===== src/rtl/game_pkg.sv =====
// Shared types and constants for the breakout per-frame update scheduler.
package game_pkg;
    localparam int V_BLANK_START_DEF = 516;
    localparam int TIMEOUT_DEF       = 255;
    localparam int SPEED_W           = 2;

    typedef enum logic [2:0] {
        IDLE    = 3'd0,
        PADDLE  = 3'd1,
        BALL    = 3'd2,
        COLLIDE = 3'd3,
        BLOCK   = 3'd4,
        DONE    = 3'd5
    } sched_state_t;

    // Request vector {paddle, ball, collide, block} that is asserted in a given state.
    function automatic logic [3:0] req_vec(input sched_state_t st);
        logic [3:0] v;
        case (st)
            PADDLE:  v = 4'b1000;
            BALL:    v = 4'b0100;
            COLLIDE: v = 4'b0010;
            BLOCK:   v = 4'b0001;
            default: v = 4'b0000;
        endcase
        return v;
    endfunction
endpackage


===== src/rtl/vblank_edge_det.sv =====
// Registered vCount == V_BLANK_START compare with rising-edge detect.
// Produces one single-cycle frame_start pulse per frame.
module vblank_edge_det
    import game_pkg::*;
#(
    parameter int V_BLANK_START = V_BLANK_START_DEF
) (
    input  logic       clk,
    input  logic       rst,
    input  logic [9:0] vCount,
    output logic       frame_start
);
    logic cmp_d;
    logic cmp_q;
    logic cmp_dly_q;
    logic start_d;
    logic start_q;

    // Next-state compare and edge terms.
    always_comb begin
        cmp_d   = (vCount == 10'(V_BLANK_START));
        start_d = cmp_q & ~cmp_dly_q;
    end

    // Compare, delay and pulse registers.
    always_ff @(posedge clk or negedge rst) begin
        if (!rst) begin
            cmp_q     <= 1'b0;
            cmp_dly_q <= 1'b0;
            start_q   <= 1'b0;
        end else begin
            cmp_q     <= cmp_d;
            cmp_dly_q <= cmp_q;
            start_q   <= start_d;
        end
    end

    assign frame_start = start_q;
endmodule


===== src/rtl/frame_update_scheduler.sv =====
// Per-frame breakout datapath sequencer: paddle, then speed x (ball, collide, block) sub-steps.
// Optional per-stage ack watchdog and sticky timeout output under FRAME_SCHED_WATCHDOG_EN.
module frame_update_scheduler
    import game_pkg::*;
#(
    parameter int V_BLANK_START = V_BLANK_START_DEF
`ifdef FRAME_SCHED_WATCHDOG_EN
    ,
    parameter int TIMEOUT_CYCLES = TIMEOUT_DEF
`endif
) (
    input  logic               clk,
    input  logic               rst,
    input  logic [9:0]         vCount,
    input  logic               enable,
    input  logic [SPEED_W-1:0] speed,
    output logic               paddle_req,
    input  logic               paddle_ack,
    output logic               ball_req,
    input  logic               ball_ack,
    output logic               collide_req,
    input  logic               collide_ack,
    output logic               block_req,
    input  logic               block_ack,
    output logic               busy,
    output logic               frame_done,
    output logic               overrun,
    output logic [SPEED_W-1:0] substep
`ifdef FRAME_SCHED_WATCHDOG_EN
    ,
    output logic               timeout
`endif
);
    sched_state_t       state_d, state_q;
    logic [SPEED_W-1:0] spd_d, spd_q;
    logic [SPEED_W-1:0] substep_d, substep_q;
    logic [3:0]         req_d, req_q;
    logic               busy_d, busy_q;
    logic               frame_done_d, frame_done_q;
    logic               overrun_d, overrun_q;
    logic               frame_start;
    logic               stage_ack;
    logic               advance;

    vblank_edge_det #(
        .V_BLANK_START(V_BLANK_START)
    ) u_edge (
        .clk        (clk),
        .rst        (rst),
        .vCount     (vCount),
        .frame_start(frame_start)
    );

    // Select the ack belonging to the current stage; acks in other states are ignored.
    always_comb begin
        case (state_q)
            PADDLE:  stage_ack = paddle_ack;
            BALL:    stage_ack = ball_ack;
            COLLIDE: stage_ack = collide_ack;
            BLOCK:   stage_ack = block_ack;
            default: stage_ack = 1'b0;
        endcase
    end

`ifdef FRAME_SCHED_WATCHDOG_EN
    logic [7:0] wd_cnt_d, wd_cnt_q;
    logic       timeout_d, timeout_q;
    logic       wd_expire;

    // Watchdog: a stalled stage is abandoned as if acked after TIMEOUT_CYCLES cycles.
    always_comb begin
        wd_expire = (req_vec(state_q) != 4'b0000) && (wd_cnt_q == 8'(TIMEOUT_CYCLES - 1));
        advance   = stage_ack | wd_expire;
        timeout_d = timeout_q | (wd_expire & ~stage_ack);
        if (advance || (req_vec(state_q) == 4'b0000)) begin
            wd_cnt_d = 8'd0;
        end else begin
            wd_cnt_d = wd_cnt_q + 8'd1;
        end
    end

    // Watchdog counter and sticky timeout flag.
    always_ff @(posedge clk or negedge rst) begin
        if (!rst) begin
            wd_cnt_q  <= 8'd0;
            timeout_q <= 1'b0;
        end else begin
            wd_cnt_q  <= wd_cnt_d;
            timeout_q <= timeout_d;
        end
    end

    assign timeout = timeout_q;
`else
    // Without the watchdog a stage waits indefinitely for its ack.
    always_comb begin
        advance = stage_ack;
    end
`endif

    // Sequencer next state; outputs are derived from the next state so they are registered.
    always_comb begin
        state_d   = state_q;
        spd_d     = spd_q;
        substep_d = substep_q;
        overrun_d = overrun_q | (frame_start && (state_q != IDLE));
        case (state_q)
            IDLE: begin
                if (frame_start && enable) begin
                    state_d   = PADDLE;
                    spd_d     = speed;
                    substep_d = 2'd0;
                end else begin
                    state_d = IDLE;
                end
            end
            PADDLE: begin
                if (advance) begin
                    state_d = (spd_q != 2'd0) ? BALL : DONE;
                end else begin
                    state_d = PADDLE;
                end
            end
            BALL: begin
                if (advance) begin
                    state_d = COLLIDE;
                end else begin
                    state_d = BALL;
                end
            end
            COLLIDE: begin
                if (advance) begin
                    state_d = BLOCK;
                end else begin
                    state_d = COLLIDE;
                end
            end
            BLOCK: begin
                if (advance && (substep_q == spd_q - 2'd1)) begin
                    state_d = DONE;
                end else if (advance) begin
                    state_d   = BALL;
                    substep_d = substep_q + 2'd1;
                end else begin
                    state_d = BLOCK;
                end
            end
            DONE:    state_d = IDLE;
            default: state_d = IDLE;
        endcase
        req_d        = req_vec(state_d);
        busy_d       = (state_d != IDLE);
        frame_done_d = (state_d == DONE);
    end

    // FSM state and registered outputs.
    always_ff @(posedge clk or negedge rst) begin
        if (!rst) begin
            state_q      <= IDLE;
            spd_q        <= 2'd0;
            substep_q    <= 2'd0;
            req_q        <= 4'b0000;
            busy_q       <= 1'b0;
            frame_done_q <= 1'b0;
            overrun_q    <= 1'b0;
        end else begin
            state_q      <= state_d;
            spd_q        <= spd_d;
            substep_q    <= substep_d;
            req_q        <= req_d;
            busy_q       <= busy_d;
            frame_done_q <= frame_done_d;
            overrun_q    <= overrun_d;
        end
    end

    assign {paddle_req, ball_req, collide_req, block_req} = req_q;
    assign busy       = busy_q;
    assign frame_done = frame_done_q;
    assign overrun    = overrun_q;
    assign substep    = substep_q;
endmodule


===== config.mk =====
export PLATFORM = sky130hd
export DESIGN_NAME = frame_update_scheduler
export DESIGN_NICKNAME = d
export VERILOG_FILES = /design/src/rtl/game_pkg.sv /design/src/rtl/vblank_edge_det.sv /design/src/rtl/frame_update_scheduler.sv
export SDC_FILE = /design/constraint.sdc
export NUM_CORES = 1
export LEC_CHECK = 0
export ABC_CLOCK_PERIOD_IN_PS = 4200
export BUFFER_PORTS_ARGS = -buffer_cell sky130_fd_sc_hd__buf_2
export CELL_PAD_IN_SITES_DETAIL_PLACEMENT = 1
export CELL_PAD_IN_SITES_GLOBAL_PLACEMENT = 1
export CORE_MARGIN = 4
export CORE_UTILIZATION = 39
export CTS_CLUSTER_DIAMETER = 80
export DETAILED_ROUTE_END_ITERATION = 10
export PLACE_DENSITY_LB_ADDON = 0.2
export SETUP_SLACK_MARGIN = 0.15
export SYNTH_ARGS = -nofsm -noshare
export SYNTH_HDL_FRONTEND = slang
export SYNTH_SLANG_ARGS = --single-unit

===== constraint.sdc =====
create_clock -name clk -period 4.2 [get_ports clk]
set_input_delay 1.05 -clock clk [delete_from_list [all_inputs] [get_ports clk]]
set_output_delay 1.05 -clock clk [all_outputs]
set_load 0.1 [all_outputs]

Word level (Yosys, flattened, before mapping)
Index checks and enable logic that the tools add are counted.

Output and inout port bits: 9. Flip-flop bits (word level): 17.

Reductions and logical operators: 10. Multiplexer cells: 14. Bitwise gates (word level): 3. Add/sub/neg operators: 2. Equality and inequality tests: 14.

Operator list (count): case mux 4 bit (4 select lines) (1); 2-to-1 mux 3 bit (5); case mux 3 bit (5 select lines) (1); equality test 3 x 2 -> 1 bit, second input constant (4); equality test 10 bit, second input constant (1); equality test 3 bit, second input constant (3); equality test 3 x 1 -> 1 bit, second input constant (2); 2-to-1 mux 2 bit (3); != test 2 bit, second input constant (3); nonzero test 3 bit (2); case mux 1 bit (4 select lines) (1); case mux 2 bit (2 select lines) (1); AND reduction 4 bit (1); nonzero test 2 bit (2); logical AND 1 bit (3); zero test 3 bit (1); adder 2 x 1 -> 2 bit, second input constant (1); equality test 2 bit (1); 2-to-1 mux 1 bit (2); AND reduction 2 bit (1); subtractor 2 x 1 -> 2 bit, second input constant (1); AND 1 bit (1); inverter 1 bit (1); OR 1 bit (1).

Logic depth before layout (Yosys ltp)
Gate-level depths: netlist of run 1.

Depth in word-level cells: 7. Mapped depth: 6. Depth with buffers taken out: 6.

Modules after synthesis
Synthesis of run 1 repeated with hierarchy kept, for this count alone.

Cells, all modules: 76. Area total of the unflattened synthesis: 818.3 um2.

By module, submodules not included: frame_update_scheduler (times used 1, seq. area each 350.3 um2, cells an instance 69, area each 711.9 um2); vblank_edge_det (times used 1, seq. area each 75.1 um2, cells an instance 7, area each 106.4 um2).

Worst setup path before layout of run 1
No wires, ideal clock.

Path type: register -> output. From: register substep_q[0], in the netlist substep[0]. To: output port substep[0]. Path buffers: 0. Arrival time: 965 ps. Cell stages (with the launch flop): 1. Path slack: 2185 ps. Cells stage by stage: dfrtp_1.

RTL lines: from (decl) (RTL line frame_update_scheduler.sv:36) `logic [SPEED_W-1:0] substep_d, substep_q;`; from (signal assigned) (RTL line frame_update_scheduler.sv:169) `substep_q <= substep_d;`; to (decl) (RTL line frame_update_scheduler.sv:28) `output logic [SPEED_W-1:0] substep`.

No word-level cell between the ends.

Worst setup path after layout of run 1
From: register substep_q[0], in the netlist substep[0]. To: output port substep[0].

No word-level cell between the ends.

==> impl_metrics.tcl, run 1 <==
set metrics [dict create \
    postSynthCellCount 75 \
    post_cts_resized 0 \
    endpoint_kind "output port" \
    crit_arrival_ns 1.19 \
    async_flop_share_pct 100 \
    pwr-share-comb_pct 54.4 \
    slew_headroom_pct 67.7 \
    hold-path-cell-count 0 \
    postRouteAntennaNets 0 \
    fmax_mhz 447 \
    slew_viol_final 0 \
    p_int_w 0.000334 \
    layout_common_cells "buf_2, dfrtp_1, inv_1" \
    yosysUniqueCellTypes 31 \
    synth_simple_gate_area_share_pct 24.2 \
    p_leak_nw 0.510 \
    syn_nets 95 \
    cp.required_ns 3.15 \
    postCtsHoldBufs 0 \
    io_buffer_count 27 \
    tightestPinTransition_ns 0.488 \
    vias 682 \
    synth_edf_count 0 \
    critPathTopFamily "buffers and inverters" \
    antenna_cells 0 \
    ys.flop_type "dfrtp_1" \
    clock_sinks 17 \
    rsz0062_at_grt "false" \
    pwr-share-seq_pct 33.8 \
    drc 0 \
    drive_above_1_share_pct 36.9 \
    finalSetupViolCount 0 \
    vias_per_cell 5.25 \
    yosysSeqAreaShare_pct 50.5 \
    ir_drop_v 0.000355 \
    hp-class "flip-flop to flip-flop" \
    r2r_cells 6 \
    syn_avg_cell_area_um2 11.2 \
    regToRegSetupSlack_ns 2.35 \
    numCtsBuffers 3 \
    wirelength_um 1900 \
    cts_setup_buffers 0 \
    switching_share_pct 54.9 \
    grt-ovfl-total 0 \
    dieArea_mm2 0.00297 \
    place_hpwl_um 1550 \
    clk_path_buf_depth 2 \
    status "completed" \
    skew_ns 0.00258 \
    cap_violations 0 \
    synth_mux_area_share_pct 3.86 \
    die_y_um 54.5 \
    syn_area_um2 842 \
    core.rowCount 16 \
    crit_cells 1 \
    pin_count 28 \
    critPathLaunchType "flip-flop" \
    area_growth_syn_to_layout_pct 20.8 \
    antenna_found_initial 0 \
    initial_core_util_pct 42.1 \
    cts_tree "built" \
    path_clk_slew_ns 0.10 \
    cp_slowest_stage_delay_ns 0.46 \
    hold_viol_final 0 \
    critPathBufInv 1 \
    grt_first_pass_wirelength_um 3220 \
    crit_slowest_cell "buf_2" \
    clockRootBuffer "clkbuf_4" \
    path_cells "buf_2" \
    fin_cells 130 \
    ys_ff_latch 17 \
    pwr-share-clk_pct 11.8 \
    synthAdderAreaFrac_pct 1.49 \
    ys_warn_count 0 \
    fin_setup_tns_ns 0 \
    nets 124 \
    h-tree-depth 1 \
    first_global_vias 724 \
    synth-compound-area-share_pct 12.6 \
    firstDrtPassIters 3 \
    layout.cells.most_common "buf_2" \
    gp_congestion 0.801 \
    clock_latency_ns 0.29 \
    grt_max_degree 18 \
    criticalPathCategory "flip-flop to output port" \
    critPathMaxFanout 5 \
    finalCritPeriodShare_pct 53.2 \
    period_minus_slack_ns 2.24 \
    dr.first_iter.drc_count 5 \
    power.switching_w 0.000407 \
    die_w_um 54.5 \
    wl_per_cell_um 14.6 \
    power_density_mw_per_mm2 729 \
    core_region_area_mm2 0.00200 \
    synth_top_family_by_area "simple AND/OR/NAND/NOR gates" \
    placed_cells_incl_taps 126 \
    grt_usage_pct 15.7 \
    yosys.area_share.xor_xnor_pct 2.08 \
]
## power groups by stage
stage | Combinational (W) | Sequential (W) | Clock (W)
after CTS | 0.000407 | 0.000252 | 0.0000920
after floorplan | 0.000150 | 0.000443 | 0
after global placement | 0.000401 | 0.000255 | 0
final | 0.000403 | 0.000251 | 0.0000873
after global routing | 0.000426 | 0.000260 | 0.0000985
after detailed placement | 0.000406 | 0.000256 | 0
## state kept, by name, summed over array words and instances, names as in the netlist
register	cells
req_q	4
state_q	3
spd_q	2
substep	2
busy	1
frame_done	1
overrun	1
u_edge.cmp_dly_q	1
u_edge.cmp_q	1
u_edge.frame_start	1
## logic make-up (layout without fill, tap and decap cells)
| logic type | Yosys count | after routing |
|---|---|---|
| buf+inv | 9 | 37 |
| fa+ha+maj | 1 | 1 |
| compound gates | 16 | 16 |
| xor+xnor | 2 | 2 |
| mux | 3 | 3 |
| flops | 17 | 17 |
| simple gates | 27 | 27 |
## layer usage
layer / routed length (um) / part of all wire [%] / track usage (%)
met1: 801 / 42 / 17.6
met2: 942 / 50 / 27.7
met3: 117 / 6.2 / 3.54
met4: 35 / 1.8 / 7.47
met5: 0 / 0 / 0
## layout make-up
type | count | area, um2
clock buffer | 3 | 22.5
inverter | 6 | 22.5
multi-input combinational | 49 | 373
timing repair buffer | 27 | 135
sequential | 17 | 425
fill | 229 | 985
tap | 27 | 33.8
clock inverter | 1 | 5.00
## worst paths after layout
check	start	to
max in group asynchronous	rst	u_edge.cmp_dly_q
min	u_edge.cmp_q	u_edge.cmp_dly_q
max reg2reg	spd_q[0]	busy
max	substep[0]	substep[0]
min in group asynchronous	rst	busy
min reg2reg	u_edge.cmp_q	u_edge.cmp_dly_q
## metrics by stage
| step | util [%] | area [um2] | hold slack, ns | total power, W | setup WS [ns] |
|---|---|---|---|---|---|
| floorplan | - | 842 | 0.347 | 0.000593 | 2.19 |
| global route | 50.8 | 1020 | 0.416 | 0.000784 | 1.88 |
| global placement | 49.4 | 990 | 0.354 | 0.000656 | 2.23 |
| CTS | 50.8 | 1020 | 0.395 | 0.000750 | 1.94 |
| detailed placement | 49.4 | 990 | 0.363 | 0.000662 | 2.19 |
| finish | 50.8 | 1020 | 0.381 | 0.000742 | 1.96 |
## cells in the mapped netlist, types with 2 or more instances
cell type,n,area (um2)
a211oi_1,2,15.0
a21oi_1,2,10.0
a31oi_1,3,18.8
buf_2,2,10.0
dfrtp_1,17,425
inv_1,6,22.5
mux2_2,2,22.5
nand2_1,4,15.0
nand2b_1,4,25.0
nand3_1,3,15.0
nor2_1,4,15.0
nor2b_1,2,12.5
o21ai_0,4,20.0
o21bai_1,2,15.0
xnor2_1,2,17.5
No activity file was read; power rests on OpenSTA's default activity.
==> inputs of run 2 (changes only) <==
- ABC_AREA: default -> 1
- ABC_CLOCK_PERIOD_IN_PS: 4200 -> 2000
- CORE_UTILIZATION: 39 -> 31
- clock period: 4.2 -> 2 ns (I/O delays scaled with it)
==> run 2 against run 1 <==
Register-to-register slack lost 2.1 ns; core utilization shrank 9.6 points; via count grew 8.7%; critical path depth grew 8; area after synthesis shrank 1.5%; routed wire length grew 6.1%; final area grew 2.2%; critical path type is now flip-flop to flip-flop; largest cell class unchanged; largest power group unchanged.
==> impl_metrics.tcl, run 2 <==
set metrics [dict create \
    seq_area_um2 427 \
    finalSetupViolCount 0 \
    power_w 0.00167 \
    synth_edf_count 0 \
    ys.flop_type "dfrtp_1" \
    dr.first_iter.drc_count 18 \
    cp.required_ns 2.17 \
    synth_top_area_share_pct 51.3 \
    wirelength_um 2010 \
    hold_viol_final 0 \
    layout_common_cells "buf_2, nand2_1, inv_1, nor2_1, dfrtp_1" \
    drive_above_1_share_pct 35.9 \
    fin_area_mm2 0.00104 \
    place_area_mm2 0.00100 \
    path_clk_slew_ns 0.10 \
    h-tree-depth 1 \
    hp-class "input port to async pin" \
    core_region_area_mm2 0.00252 \
    firstDrtPassIters 2 \
    synthTopCellsByArea "dfrtp_1, nand2_1, inv_1" \
    clk_path_buf_depth 2 \
    finalCritPeriodShare_pct 85.2 \
    fillCellCount 334 \
    clock_latency_ns 0.28 \
    synth.most_common_cell "nand2_1" \
    multiInputGateArea_um2 347 \
    endpoint_kind "flip-flop" \
    numCtsBuffers 3 \
    place_hpwl_um 1640 \
    syn_avg_cell_area_um2 8.30 \
    grt_usage_pct 12.6 \
    area_growth_syn_to_layout_pct 25.3 \
    slew_viol_final 0 \
    period_minus_slack_ns 1.70 \
    status "completed" \
    crit_arrival_ns 1.88 \
    criticalPathCategory "flip-flop to flip-flop" \
    critPathLaunchType "flip-flop" \
    pin_count 28 \
    dieArea_mm2 0.00357 \
    slew_headroom_pct 67.6 \
    cts_tree "built" \
    skew_ns 0.00321 \
    first_global_vias 799 \
    fin_cells 161 \
    postRouteAntennaNets 0 \
    cap_violations 0 \
    nets 152 \
    clockRootBuffer "clkbuf_4" \
    die_y_um 59.7 \
    async_flop_share_pct 100 \
    vias 741 \
    largest_reg_flops 4 \
    ys_ff_latch 17 \
    initial_core_util_pct 32.9 \
    power_density_mw_per_mm2 1610 \
    antenna_cells 0 \
    rsz0062_at_grt "false" \
    die_w_um 59.7 \
    grt-ovfl-total 0 \
    postSynthCellCount 100 \
    critPathMaxFanout 3 \
    yosysTopAreaCell "dfrtp_1" \
    p_leak_nw 0.611 \
    fmax_mhz 587 \
    syn_nets 120 \
    vias_per_cell 4.60 \
    fin_setup_tns_ns 0 \
    wl_per_cell_um 12.5 \
    gp_congestion 0.811 \
    ir_drop_v 0.00103 \
    clock_sinks 17 \
    grt_first_pass_wirelength_um 3420 \
    io_buffer_count 27 \
    layout.cells.most_common "buf_2" \
    largest_register "req_q" \
    yosysSeqAreaShare_pct 51.3 \
    core.rowCount 18 \
    syn_area_um2 830 \
    yosysUniqueCellTypes 21 \
    ys_warn_count 0 \
    placed_cells_incl_taps 157 \
    grt_max_degree 18 \
    synthTopCellsByCount "nand2_1, dfrtp_1, inv_1" \
    reg_top3 "req_q (4), state_q (3)" \
    antenna_found_initial 0 \
    tightestPinTransition_ns 0.490 \
    drc 0 \
]
[run 2: changes by cell type in the layout (fill, tap and decap cells not counted), sizes merged, moves of 3 or more]
cell / delta
a21oi: +3
a31oi: -3
inv: +12
nand2: +19
nand2b: -4
nand3: +3
nor2: +14
[run 2: layout make-up]
class | instances | area share [%]
well taps | 30 | 3.61
inverters | 18 | 6.50
flip-flops and latches | 17 | 41.0
repair buffers | 27 | 13.0
multi-input cells | 65 | 33.3
clock buffers | 4 | 2.53
[run 2: kinds of logic after synthesis]
family | share of synthesized area [%]
simple gates | 32.7
buf+inv | 8.14
flops | 51.3
compound gates | 6.34
fa+ha+maj | 1.51
[run 2: worst max-delay path, cell delays in order, from the launching register on]
cell and delay (ns):
dfrtp_1 0.38, inv_2 0.06, ha_1 0.30, or2_2 0.30, nand3_1 0.10, inv_1 0.08, o21ai_2 0.15, nand2_2 0.08
inv_2 0.07, nand3_1 0.08
[run 2: worst paths after layout]
check	startpoint	endpoint	slack, ns	cells after the start
hold / removal	rst	req_q[1]	0.11	1
setup / recovery	spd_q[0]	busy	0.30	9
setup reg to reg	spd_q[0]	busy	0.30	9
max in group asynchronous	rst	substep[0]	1.60	1
hold reg to reg	u_edge.cmp_q	u_edge.cmp_dly_q	0.39	0
min in group clk	vCount[1]	u_edge.cmp_q	0.36	2
[run 2: per-stage QoR]
| stage | setup slack (ns) | hold slack, ns | util, % |
|---|---|---|---|
| 3_3_place_gp | 0.338 | 0.359 | 39.8 |
| 3_5_place_dp | 0.239 | 0.362 | 39.8 |
| 2_1_floorplan | 0.179 | 0.204 | - |
| 4_1_cts | 0.233 | 0.120 | 40.8 |
| 5_1_grt | 0.149 | 0.136 | 41.2 |
| 6_report | 0.297 | 0.115 | 41.2 |
[run 2: routing by layer]
| metal | up-vias | part of all wire (%) | GRT usage (%) |
|---|---|---|---|
| met3 | 0 | 5.9 | 3.02 |
| met4 | 0 | 0 | 3.80 |
| met5 | - | 0 | 0 |
| met2 | 20 | 48 | 20.7 |
| li1 | 373 | - | - |
| met1 | 348 | 46 | 16.3 |
[run 2: what timing repair did]
| item | 4_1_cts | 5_1_grt |
|---|---|---|
| gates resized for setup | 0 | 4 |
| setup buffers | 0 | 0 |
| endpoints found under the setup margin | 0 | 3 |
| hold buffers | 0 | 0 |
[run 2: power by group]
part / leakage (nW) / total, W / internal (W) / switching (W)
combinational: 0.384 / 0.000980 / 0.000199 / 0.000781
clock: 0.0150 / 0.000184 / 0.0000774 / 0.000107
sequential: 0.212 / 0.000508 / 0.000434 / 0.0000741
total: 0.611 / 0.00167 / 0.000710 / 0.000962
==> inputs of run 3 (changes only) <==
- CORE_UTILIZATION: 31 -> 33
- CTS_BUF_LIST: default -> sky130_fd_sc_hd__clkbuf_4 sky130_fd_sc_hd__clkbuf_8
==> run 3 against run 2 <==
Critical path depth unchanged; power up 1.4%; sequential share of layout area down 0.15 points; flip-flop and latch count unchanged; largest cell class unchanged; count of clock-buffer cells in the layout unchanged; critical path type unchanged; die area down 5.3%.
==> impl_metrics.tcl, run 3 (synthesis gave the netlist of run 2 again) <==
set metrics [dict create \
    die_w_um 58.1 \
    clock_latency_ns 0.29 \
    fin_cells 159 \
    layout_common_cells "buf_2, nand2_1, inv_1, dfrtp_1, nor2_1" \
    core_region_area_mm2 0.00230 \
    largest_reg_flops 4 \
    cp.required_ns 2.18 \
    fmax_mhz 585 \
    placed_cells_incl_taps 155 \
    initial_core_util_pct 36.1 \
    power_w 0.00169 \
    pin_count 28 \
    criticalPathCategory "flip-flop to flip-flop" \
    crit_slowest_cell "dfrtp_1" \
    clock_sinks 17 \
    dr.first_iter.drc_count 6 \
    skew_ns 0.000706 \
    layout.cells.most_common "buf_2" \
    antenna_found_initial 0 \
    critPathLaunchType "flip-flop" \
    postRouteAntennaNets 0 \
    finalCritPeriodShare_pct 85.5 \
    p_leak_nw 0.617 \
    finalSetupViolCount 0 \
    postCtsHoldBufs 0 \
    io_buffer_count 27 \
    fin_setup_tns_ns 0 \
    ir_drop_v 0.00114 \
    path_clk_slew_ns 0.10 \
    numCtsBuffers 3 \
    fillCellCount 295 \
    firstDrtPassIters 4 \
    cts_tree "built" \
    h-tree-depth 1 \
    grt_usage_pct 12.6 \
    drc 0 \
    power_density_mw_per_mm2 1620 \
    antenna_cells 0 \
    cp_slowest_stage_delay_ns 0.37 \
    gp_congestion 0.789 \
    post_cts_resized 0 \
    rsz0062_at_grt "false" \
    grt_first_pass_wirelength_um 3340 \
    first_global_vias 774 \
    grt_max_degree 18 \
    reg_top3 "req_q (4), state_q (3)" \
    period_minus_slack_ns 1.71 \
    slew_headroom_pct 67.6 \
    clk_path_buf_depth 2 \
    path_cells "inv_1 > ha_1 > or2_2 > nand3_1 > inv_1 > o21ai_2 > nand2_2 > inv_2 > nand3_1" \
    core.rowCount 17 \
    slew_viol_final 0 \
    hp-class "input port to async pin" \
    die_y_um 58.1 \
    worst_slack_ns 0.290 \
    vias_per_cell 4.77 \
    wirelength_um 2000 \
    clockRootBuffer "clkbuf_4" \
    crit_arrival_ns 1.89 \
    nets 152 \
    tightestPinTransition_ns 0.489 \
    place_hpwl_um 1620 \
    grt-ovfl-total 0 \
    wl_per_cell_um 12.6 \
    dieArea_mm2 0.00338 \
    drive_above_1_share_pct 36.6 \
    cts_setup_buffers 0 \
    hold_viol_final 0 \
    endpoint_kind "flip-flop" \
    vias 759 \
    cap_violations 0 \
    post-place-ws_ns 0.257 \
    critPathMaxFanout 3 \
    largest_register "req_q" \
    status "completed" \
    area_growth_syn_to_layout_pct 25.8 \
]
run 3: cell count changes in the layout (fill, tap and decap cells not counted):
cell / previous run / this run
inv_1: 16 / 17
inv_2: 2 / 1
clkbuf_1: 1 / 0
nor2_2: 1 / 2
clkbuf_4: 3 / 4
nor2_1: 16 / 15
run 3: worst paths after layout:
check / depth (start not counted) / slack (ns) / start / endpoint
hold reg to reg: 0 / 0.39 / u_edge.cmp_q / u_edge.cmp_dly_q
setup reg to reg: 9 / 0.29 / spd_q[0] / busy
hold / removal: 1 / 0.11 / rst / overrun
min in group clk: 2 / 0.35 / vCount[0] / u_edge.cmp_q
setup / recovery: 9 / 0.29 / spd_q[0] / busy
max in group asynchronous: 1 / 1.59 / rst / substep[0]
run 3: layout make-up:
cell class	instances	area (um2)	area share, %
clock buffer	4	30.0	2.88
inverter	18	67.6	6.47
multi-input combinational	65	349	33.5
sequential	17	427	40.9
tap	28	35.0	3.36
timing repair buffer	27	135	12.9
run 3: stage by stage:
| step | cell area (um2) | util [%] | hold WS, ns |
|---|---|---|---|
| CTS | 1030 | 44.9 | 0.124 |
| detailed placement | 1000 | 43.6 | 0.365 |
| global placement | 1000 | 43.6 | 0.359 |
| global route | 1040 | 45.4 | 0.129 |
| floorplan | 831 | - | 0.204 |
| finish | 1040 | 45.4 | 0.115 |
run 3: power by group:
part / switching (W) / internal [W]
sequential: 0.0000740 / 0.000434
clock: 0.000108 / 0.0000910
combinational: 0.000786 / 0.000202
total: 0.000968 / 0.000726
run 3: routing by layer:
layer | wire length, um | vias up | GRT usage, % | share of wire [%]
met5 | 0 | - | 0 | 0
met4 | 0 | 0 | 1.99 | 0
met3 | 130 | 0 | 3.34 | 6.5
met2 | 948 | 24 | 20.8 | 47
met1 | 919 | 359 | 16.8 | 46
li1 | - | 376 | - | -
run 3: critical path, delay by kind of cell, from the launching register on:
family                   cells  cell delay [ns]
AND/OR/NAND/NOR              4             0.56
flip-flops                   1             0.37
adder cells (fa/ha/maj)      1             0.30
buffers and inverters        3             0.22
AO/OA/AOI/OAI                1             0.15
